## src/rtl/prt_dp_rx_sdp_buf_pkg.sv

```systemverilog
// Shared constants, register map and FSM type for the DP RX SDP buffer.
package prt_dp_rx_sdp_buf_pkg;

  localparam int unsigned DAT_WIDTH = 32;

  // Local bus register word indices.
  localparam logic [3:0] REG_CTL  = 4'd0;
  localparam logic [3:0] REG_STA  = 4'd1;
  localparam logic [3:0] REG_LEN  = 4'd2;
  localparam logic [3:0] REG_DAT  = 4'd3;
  localparam logic [3:0] REG_FILT = 4'd4;

  // CTL bit positions.
  localparam int unsigned CTL_RUN    = 0;
  localparam int unsigned CTL_CLR    = 1;
  localparam int unsigned CTL_IRQ_EN = 2;

  // STA bit positions; [4:0] carries the pending count.
  localparam int unsigned STA_CNT_W = 5;
  localparam int unsigned STA_OVF   = 8;
  localparam int unsigned STA_TRUNC = 9;
  localparam int unsigned STA_ABORT = 10;

  typedef enum logic [1:0] {
    IDLE,
    WR,
    DROP
  } wr_state_t;

  // Ceiling log2, never less than 1 bit.
  function automatic int unsigned log2c(input int unsigned n);
    int unsigned w;
    w = 0;
    for (int unsigned i = 0; i < 32; i++) begin
      if ((64'd1 << i) < 64'(n)) w = i + 1;
    end
    return (w == 0) ? 1 : w;
  endfunction

  // Address width of the whole slot buffer: slot index concatenated with word index.
  function automatic int unsigned slot_adr_width(input int unsigned pkts, input int unsigned words);
    return log2c(pkts) + log2c(words);
  endfunction

endpackage

```

## src/rtl/prt_dp_lb_if.sv

```systemverilog
// Local bus register access port.
interface prt_dp_lb_if #(
  parameter int unsigned P_ADR_WIDTH = 32
);
  logic [P_ADR_WIDTH-1:0] adr;
  logic                   wr;
  logic                   rd;
  logic [31:0]            din;
  logic [31:0]            dout;
  logic                   vld;

  modport lb_in  (input adr, wr, rd, din, output dout, vld);
  modport lb_out (output adr, wr, rd, din, input dout, vld);
endinterface

```

## src/rtl/prt_dp_rx_sdp_if.sv

```systemverilog
// SDP word stream from the RX link extractor.
interface prt_dp_rx_sdp_if;
  logic        sop;
  logic        eop;
  logic [31:0] dat;
  logic        vld;

  modport snk (input sop, eop, dat, vld);
  modport src (output sop, eop, dat, vld);
endinterface

```

## src/rtl/prt_dp_rx_sdp_buf_ram.sv

```systemverilog
// Simple dual-port packet RAM with a registered 1-cycle read.
module prt_dp_rx_sdp_buf_ram #(
  parameter int unsigned P_AW = 6,
  parameter int unsigned P_DW = 32
) (
  input  logic            clk,
  input  logic            we,
  input  logic [P_AW-1:0] wadr,
  input  logic [P_DW-1:0] wdat,
  input  logic            re,
  input  logic [P_AW-1:0] radr,
  output logic [P_DW-1:0] rdat
);

  localparam int unsigned DEPTH = 2 ** P_AW;

  logic [P_DW-1:0] mem [DEPTH];

  // Write port.
  always_ff @(posedge clk) begin
    if (we) mem[wadr] <= wdat;
  end

  // Read port; data appears the cycle after the address.
  always_ff @(posedge clk) begin
    if (re) rdat <= mem[radr];
  end

endmodule

```

## src/rtl/prt_dp_rx_sdp_buf.sv

```systemverilog
// DP RX SDP sink buffer: stores complete SDPs in P_PKTS slots and serves them
// to the policy processor over the local bus with a pending-packet interrupt.
// Optional header filter register enabled by `define PRT_DP_RX_SDP_BUF_FILTER_EN.
module prt_dp_rx_sdp_buf
  import prt_dp_rx_sdp_buf_pkg::*;
#(
  parameter int unsigned P_PKTS         = 4,
  parameter int unsigned P_SLOT_WORDS   = 16,
  parameter int unsigned P_LB_ADR_WIDTH = 32
) (
  input  logic              CLK_IN,
  input  logic              RST_IN,
  prt_dp_rx_sdp_if.snk      SDP_IF,
  prt_dp_lb_if.lb_in        LB_IF,
  output logic              IRQ_OUT
);

  localparam int unsigned PW = log2c(P_PKTS);
  localparam int unsigned WW = log2c(P_SLOT_WORDS);
  localparam int unsigned AW = slot_adr_width(P_PKTS, P_SLOT_WORDS);
  localparam int unsigned LW = WW + 1;
  localparam int unsigned CW = PW + 1;

  wr_state_t         state_q, state_d;
  logic [LW-1:0]     cnt_q, cnt_d, cnt_inc_c;
  logic [PW-1:0]     wp_q, rp_q;
  logic [WW-1:0]     idx_q;
  logic [CW-1:0]     count_q;
  logic [LW-1:0]     len_q [P_PKTS];
  logic              run_q, irq_en_q;
  logic              ovf_q, trunc_q, abort_q;

  logic              we_c, commit_c, start_c;
  logic [WW-1:0]     wword_c;
  logic [LW-1:0]     clen_c;
  logic              set_ovf_c, set_trunc_c, set_abort_c;
  logic              full_c, empty_c, filt_rej_c;

  logic [3:0]        ridx_c;
  logic              wr_ctl_c, clr_c, pop_c, last_c, free_c;
  logic [31:0]       rdata_c;
  logic              rd_q, pop_q;
  logic [31:0]       rdata_q;
  logic [31:0]       ram_rdat;
  logic              unused_c;

  assign ridx_c    = LB_IF.adr[3:0];
  assign wr_ctl_c  = LB_IF.wr && (ridx_c == REG_CTL);
  assign clr_c     = wr_ctl_c && LB_IF.din[CTL_CLR];
  assign full_c    = (count_q == CW'(P_PKTS));
  assign empty_c   = (count_q == '0);
  assign pop_c     = LB_IF.rd && (ridx_c == REG_DAT) && !empty_c && !clr_c;
  assign last_c    = ((LW'(idx_q) + LW'(1)) == len_q[rp_q]);
  assign free_c    = pop_c && last_c;
  assign cnt_inc_c = (cnt_q < LW'(P_SLOT_WORDS)) ? (cnt_q + LW'(1)) : cnt_q;
  assign unused_c  = ^{LB_IF.adr[P_LB_ADR_WIDTH-1:4], LB_IF.din};

`ifdef PRT_DP_RX_SDP_BUF_FILTER_EN
  logic [7:0] filt_type_q;
  logic       filt_en_q;

  assign filt_rej_c = filt_en_q && (SDP_IF.dat[15:8] != filt_type_q);

  // Header-type filter register.
  always_ff @(posedge CLK_IN) begin
    if (RST_IN) begin
      filt_type_q <= '0;
      filt_en_q   <= 1'b0;
    end else if (LB_IF.wr && (ridx_c == REG_FILT)) begin
      filt_type_q <= LB_IF.din[7:0];
      filt_en_q   <= LB_IF.din[8];
    end
  end
`else
  assign filt_rej_c = 1'b0;
`endif

  // Write FSM state register; clr aborts any packet in flight silently.
  always_ff @(posedge CLK_IN) begin
    if (RST_IN || clr_c) begin
      state_q <= IDLE;
      cnt_q   <= '0;
    end else begin
      state_q <= state_d;
      cnt_q   <= cnt_d;
    end
  end

  // Write FSM next state, RAM write strobe and commit/flag requests.
  always_comb begin
    state_d     = state_q;
    cnt_d       = cnt_q;
    we_c        = 1'b0;
    wword_c     = '0;
    commit_c    = 1'b0;
    clen_c      = '0;
    set_ovf_c   = 1'b0;
    set_trunc_c = 1'b0;
    set_abort_c = 1'b0;
    start_c     = 1'b0;

    if (SDP_IF.vld) begin
      case (state_q)
        WR: begin
          if (SDP_IF.sop) begin
            set_abort_c = 1'b1;
            start_c     = 1'b1;
          end else begin
            if (cnt_q < LW'(P_SLOT_WORDS)) begin
              we_c    = 1'b1;
              wword_c = cnt_q[WW-1:0];
            end else begin
              set_trunc_c = 1'b1;
            end
            cnt_d = cnt_inc_c;
            if (SDP_IF.eop) begin
              commit_c = 1'b1;
              clen_c   = cnt_inc_c;
              cnt_d    = '0;
              state_d  = IDLE;
            end
          end
        end
        DROP: begin
          if (SDP_IF.sop)      start_c = 1'b1;
          else if (SDP_IF.eop) state_d = IDLE;
        end
        default: begin
          if (SDP_IF.sop) start_c = 1'b1;
        end
      endcase
    end

    // A new sop restarts at word 0 of slot wp, or is dropped.
    if (start_c) begin
      cnt_d = '0;
      if (!run_q) begin
        state_d = IDLE;
      end else if (filt_rej_c) begin
        state_d = SDP_IF.eop ? IDLE : DROP;
      end else if (full_c) begin
        set_ovf_c = 1'b1;
        state_d   = SDP_IF.eop ? IDLE : DROP;
      end else begin
        we_c    = 1'b1;
        wword_c = '0;
        if (SDP_IF.eop) begin
          commit_c = 1'b1;
          clen_c   = LW'(1);
          state_d  = IDLE;
        end else begin
          cnt_d   = LW'(1);
          state_d = WR;
        end
      end
    end
  end

  // Slot pointers, read index and pending count.
  always_ff @(posedge CLK_IN) begin
    if (RST_IN || clr_c) begin
      wp_q    <= '0;
      rp_q    <= '0;
      idx_q   <= '0;
      count_q <= '0;
    end else begin
      if (commit_c) wp_q <= wp_q + PW'(1);
      if (pop_c) begin
        if (last_c) begin
          idx_q <= '0;
          rp_q  <= rp_q + PW'(1);
        end else begin
          idx_q <= idx_q + WW'(1);
        end
      end
      count_q <= count_q + CW'(commit_c) - CW'(free_c);
    end
  end

  // Length table, written on commit.
  always_ff @(posedge CLK_IN) begin
    if (commit_c) len_q[wp_q] <= clen_c;
  end

  // CTL run and irq_en bits; clr is a write strobe and is not stored.
  always_ff @(posedge CLK_IN) begin
    if (RST_IN) begin
      run_q    <= 1'b0;
      irq_en_q <= 1'b0;
    end else if (wr_ctl_c) begin
      run_q    <= LB_IF.din[CTL_RUN];
      irq_en_q <= LB_IF.din[CTL_IRQ_EN];
    end
  end

  // Sticky status flags.
  always_ff @(posedge CLK_IN) begin
    if (RST_IN || clr_c) begin
      ovf_q   <= 1'b0;
      trunc_q <= 1'b0;
      abort_q <= 1'b0;
    end else begin
      if (set_ovf_c)   ovf_q   <= 1'b1;
      if (set_trunc_c) trunc_q <= 1'b1;
      if (set_abort_c) abort_q <= 1'b1;
    end
  end

  prt_dp_rx_sdp_buf_ram #(
    .P_AW (AW),
    .P_DW (DAT_WIDTH)
  ) u_ram (
    .clk  (CLK_IN),
    .we   (we_c),
    .wadr ({wp_q, wword_c}),
    .wdat (SDP_IF.dat),
    .re   (pop_c),
    .radr ({rp_q, idx_q}),
    .rdat (ram_rdat)
  );

  // Register read mux for the non-RAM registers.
  always_comb begin
    rdata_c = '0;
    case (ridx_c)
      REG_CTL: rdata_c = 32'({irq_en_q, 1'b0, run_q});
      REG_STA: begin
        rdata_c[STA_CNT_W-1:0] = STA_CNT_W'(count_q);
        rdata_c[STA_OVF]       = ovf_q;
        rdata_c[STA_TRUNC]     = trunc_q;
        rdata_c[STA_ABORT]     = abort_q;
      end
      REG_LEN: rdata_c = empty_c ? 32'd0 : 32'(len_q[rp_q]);
`ifdef PRT_DP_RX_SDP_BUF_FILTER_EN
      REG_FILT: rdata_c = 32'({filt_en_q, filt_type_q});
`endif
      default: rdata_c = '0;
    endcase
  end

  // Read stage 1: capture request and register value alongside the RAM read.
  always_ff @(posedge CLK_IN) begin
    if (RST_IN) begin
      rd_q    <= 1'b0;
      pop_q   <= 1'b0;
      rdata_q <= '0;
    end else begin
      rd_q    <= LB_IF.rd;
      pop_q   <= pop_c;
      rdata_q <= LB_IF.rd ? rdata_c : 32'd0;
    end
  end

  // Read stage 2: bus response, dout held at zero outside vld.
  always_ff @(posedge CLK_IN) begin
    if (RST_IN) begin
      LB_IF.vld  <= 1'b0;
      LB_IF.dout <= '0;
    end else begin
      LB_IF.vld  <= rd_q;
      LB_IF.dout <= !rd_q ? 32'd0 : (pop_q ? ram_rdat : rdata_q);
    end
  end

  // Level interrupt while packets are pending.
  always_ff @(posedge CLK_IN) begin
    if (RST_IN) IRQ_OUT <= 1'b0;
    else        IRQ_OUT <= irq_en_q && !empty_c;
  end

endmodule

```

## src/flat_wrapper.sv

```systemverilog
// flat-port wrapper written by rule: the top's interface ports become plain ports
module prt_dp_rx_sdp_buf_flat import prt_dp_rx_sdp_buf_pkg::*;
#(
  parameter int unsigned P_PKTS         = 4,
  parameter int unsigned P_SLOT_WORDS   = 16,
  parameter int unsigned P_LB_ADR_WIDTH = 32
)
  (CLK_IN, RST_IN, IRQ_OUT, SDP_IF_sop, SDP_IF_eop, SDP_IF_dat, SDP_IF_vld, LB_IF_adr, LB_IF_wr, LB_IF_rd, LB_IF_din, LB_IF_dout, LB_IF_vld);
  prt_dp_rx_sdp_if SDP_IF_i ();
  prt_dp_lb_if #(.P_ADR_WIDTH(32)) LB_IF_i ();
  input  logic CLK_IN;
  input  logic RST_IN;
  output logic IRQ_OUT;
  input wire logic [$bits(SDP_IF_i.sop)-1:0] SDP_IF_sop;
  input wire logic [$bits(SDP_IF_i.eop)-1:0] SDP_IF_eop;
  input wire logic [$bits(SDP_IF_i.dat)-1:0] SDP_IF_dat;
  input wire logic [$bits(SDP_IF_i.vld)-1:0] SDP_IF_vld;
  input wire logic [$bits(LB_IF_i.adr)-1:0] LB_IF_adr;
  input wire logic [$bits(LB_IF_i.wr)-1:0] LB_IF_wr;
  input wire logic [$bits(LB_IF_i.rd)-1:0] LB_IF_rd;
  input wire logic [$bits(LB_IF_i.din)-1:0] LB_IF_din;
  output wire logic [$bits(LB_IF_i.dout)-1:0] LB_IF_dout;
  output wire logic [$bits(LB_IF_i.vld)-1:0] LB_IF_vld;
  assign SDP_IF_i.sop = SDP_IF_sop;
  assign SDP_IF_i.eop = SDP_IF_eop;
  assign SDP_IF_i.dat = SDP_IF_dat;
  assign SDP_IF_i.vld = SDP_IF_vld;
  assign LB_IF_i.adr = LB_IF_adr;
  assign LB_IF_i.wr = LB_IF_wr;
  assign LB_IF_i.rd = LB_IF_rd;
  assign LB_IF_i.din = LB_IF_din;
  assign LB_IF_dout = LB_IF_i.dout;
  assign LB_IF_vld = LB_IF_i.vld;
  prt_dp_rx_sdp_buf #(.P_PKTS(P_PKTS), .P_SLOT_WORDS(P_SLOT_WORDS), .P_LB_ADR_WIDTH(P_LB_ADR_WIDTH)) u_core (.CLK_IN(CLK_IN), .RST_IN(RST_IN), .SDP_IF(SDP_IF_i), .LB_IF(LB_IF_i), .IRQ_OUT(IRQ_OUT));
endmodule
```

## config.mk

```make
export PLATFORM = sky130hd
export DESIGN_NAME = prt_dp_rx_sdp_buf_flat
export DESIGN_NICKNAME = d
export VERILOG_FILES = /design/src/rtl/prt_dp_rx_sdp_buf_pkg.sv /design/src/rtl/prt_dp_lb_if.sv /design/src/rtl/prt_dp_rx_sdp_if.sv /design/src/rtl/prt_dp_rx_sdp_buf_ram.sv /design/src/rtl/prt_dp_rx_sdp_buf.sv /design/src/flat_wrapper.sv
export SDC_FILE = /design/constraint.sdc
export NUM_CORES = 2
export LEC_CHECK = 0
export CAP_MARGIN = 20
export CELL_PAD_IN_SITES_DETAIL_PLACEMENT = 1
export CELL_PAD_IN_SITES_GLOBAL_PLACEMENT = 1
export CORE_UTILIZATION = 25
export DETAILED_ROUTE_END_ITERATION = 10
export PLACE_DENSITY = 0.5
export SYNTH_ARGS = -nofsm -noshare
export SYNTH_HDL_FRONTEND = slang
export SYNTH_SLANG_ARGS = --single-unit
```

## constraint.sdc

```tcl
create_clock -name CLK_IN -period 3.16 [get_ports CLK_IN]
set_clock_uncertainty 0.05 [all_clocks]
set_input_delay 0.316 -clock CLK_IN [delete_from_list [all_inputs] [get_ports CLK_IN]]
set_output_delay 0.316 -clock CLK_IN [all_outputs]
set_load 0.005 [all_outputs]
```

==> impl_metrics.ini <==
[status]
status = completed

[worst_setup_path]
r2r_cells = 6
cp.arrival_ns = 3.62
start_kind = register
criticalPathCategory = register to register
rr_endpoint = u_core.u_ram.rdat[1]
r2r-start = u_core.idx_q[0]
cp.required_ns = 3.69
startpoint = u_core.idx_q[0]
reg2reg_slack_ns = 0.07
critPathCaptureType = register
path_max_fanout = 17

[timing]
setup_violations = 0
fmax_mhz = 324
final_max_slew_viol_count = 0
slew_headroom_pct = 30.0
hold_viol_final = 0
rsz0062_at_grt = true
min_period_over_period_pct = 97.6
fin_crit_ns = 3.09
hold_ws_ns = 0.0828
tns_ns = 0
tightest_slew_ns = 1.05
setup_ws_ns = 0.0749

[clock_tree]
clockBufferDepth = 4
cts_tree = done
clock_sinks = 2169
cts_buffers = 225
root_buffer = clkbuf_16
htreeDepth = 4
clk_pin_slew_worst_paths_ns = 0.07
worstSkewPairLatency_ns = 0.89

[yosys]
synth_common_cells = edfxtp_1 (2100), mux4_2 (677), nor2_1 (112)
yosysWarnings = 0
synth_seq_area_share_pct = 78.5
synth_seq_cells = 2169
syn-cell-area_mm2 = 0.0821
syn_inst = 3313
synth-adder-area-share_pct = 0.177
synth_xor_area_share_pct = 0.160
synth_mux_area_share_pct = 18.7
ys.flop_type = edfxtp_1
synth_top_area_share_pct = 76.8
synth_edf_count = 2100
syn_area_per_cell_um2 = 24.8
synth_top_family_by_area = multiplexers
synth-compound-area-share_pct = 0.267
yosysUniqueCellTypes = 43
synth.net_count = 3427
synth.area.top_cells = edfxtp_1 (77%), mux4_2 (19%), dfxtp_1 (1.7%)
yosys.area_share.simple_pct = 1.18
synthArstFlopShare_pct = 0
synth_area_leader_cell = edfxtp_1
yosysMostFrequentCell = edfxtp_1

[placement]
dp_hpwl_mm = 136
place_area_mm2 = 0.0919
place.gp.congestion = 0.719
place_ws_ns = -0.0750
dp.cells = 7851
io_buffers = 79

[routing]
drtAntennaViolNets = 0
drt_iter0_markers = 3213
drcViolationCount = 0
drt-pass1-iter-count = 5
vias_per_cell = 4.47
routedWlPerCell_um = 27.4
drt_wl_total_mm = 228
vias = 37236

[power]
combPwrFrac_pct = 1.1
p_int_mw = 46.8
finalPower_mw = 58.4
netSwitchingFraction_pct = 20.0
cellLeakagePower_nw = 29.5
power_density_mw_per_mm2 = 584
p_seq_share_pct = 53.9
peakVddDrop_uv = 479
p_clk_share_pct = 45.0
p_switching_mw = 11.7

[hold_path]
hp-start = SDP_IF_dat[26]
hold_depth = 1
holdCritPathClass = input port to register
holdPathEnd = u_core.u_ram.mem[19][26]

[finish]
fin_cells = 8324
fillers = 32450
drive_above_1_share_pct = 35.8
final_area_mm2 = 0.100
area_delta_synth_final_pct = 21.8
nets = 3902
postLayoutCoreUtil_pct = 30.6

[global_routing]
antenna_found_initial = 39
grt_pass1_vias = 40155
grt_pass1_wl_mm = 319
globalRouteOverflowTotal = 0
grt_usage_pct = 13.6
grt_max_degree = 65

[die]
fp-row-count = 210
dieArea_mm2 = 0.331
die_height_um = 575
io_pins = 137
die_x_um = 575
initial_core_util_pct = 25.1
core_area_mm2 = 0.327

[job]
maxCapViolations = 0
[routing by layer]
| layer | GRT usage, % | routed length [um] | vias up |
|---|---|---|---|
| met1 | 18.3 | 100000 | 20853 |
| met3 | 2.09 | 10100 | 288 |
| met2 | 23.1 | 113000 | 791 |
| li1 | - | - | 15298 |
| met4 | 3.23 | 4650 | 6 |
| met5 | 0 | 34 | - |
[state kept, by name, summed over array words and instances, names as in the netlist, 2 cells and up, named ones only]
signal / cells
u_core.u_ram.mem: 2048
u_core.LB_IF.dout: 32
u_core.u_ram.rdat: 32
u_core.len_q: 20
u_core.rdata_q: 8
u_core.cnt_q: 5
u_core.idx_q: 4
u_core.count_q: 3
u_core.rp_q: 2
u_core.state_q: 2
u_core.wp_q: 2
[what timing repair did]
item                                    CTS  global route
buffers inserted                          1             1
gates cloned                              0             1
endpoints found under the hold margin    89           560
pin swaps                                 3             7
endpoints found under the setup margin    1             8
hold buffers                              7            23
gates resized for setup                   4            16
[cell type report]
type                       count  area (um^2)  share of cell area (%)
antenna                       12         30.0                  0.0300
clock inverter               130         1230                    1.23
tap                         4346         5440                    5.44
inverter                      14         52.6                  0.0526
timing repair buffer         417         5430                    5.43
sequential                  2169        64500                    64.5
clock buffer                 275         5930                    5.93
multi-input combinational    961        17400                    17.4
[logic make-up after synthesis]
kind of cell / count (synthesis)
multiplexers: 690
AND/OR/NAND/NOR: 209
AO/OA/AOI/OAI: 36
flip-flops: 2169
buffers and inverters: 183
adder cells (fa/ha/maj): 11
XOR/XNOR: 15
[worst max-delay path: stages, from the launching register on]
cell and delay, ns:
dfxtp_4 0.37, buf_12 0.21, buf_12 0.20, buf_12 0.20, mux4_2 0.55, mux4_2 0.60
mux4_2 0.57
[worst max-delay path by stage]
stage | to | slack, ns | depth (start not counted)
after global routing | u_core.count_q[2] | -0.009 | 13
final | u_core.u_ram.rdat[1] | 0.07 | 6
after CTS | u_core.count_q[2] | 0.002 | 12
after floorplan | u_core.u_ram.mem[33][0] | -0.26 | 8
after detailed placement | u_core.count_q[2] | -0.07 | 12
after global placement | u_core.count_q[2] | -0.11 | 12
[cells in the final DEF (no fill, tap or decap), types with 43 or more instances in the layout]
cell,instances
clkinv_1,43
nor2_4,64
nor2_1,48
clkbuf_16,230
buf_4,133
clkbuf_1,43
mux4_2,677
clkdlybuf4s50_1,47
buf_12,169
clkinv_2,44
dfxtp_1,61
edfxtp_1,2100
[power groups by stage]
stage	logic (mW)	registers (mW)	clock network, mW
after global routing	0.688	31.5	27.9
after CTS	0.543	31.5	27.0
after floorplan	0.0296	32.1	0
after detailed placement	0.536	32.1	0
final	0.633	31.5	26.3
after global placement	0.496	32.1	0
(Power assumes the default switching activity.)
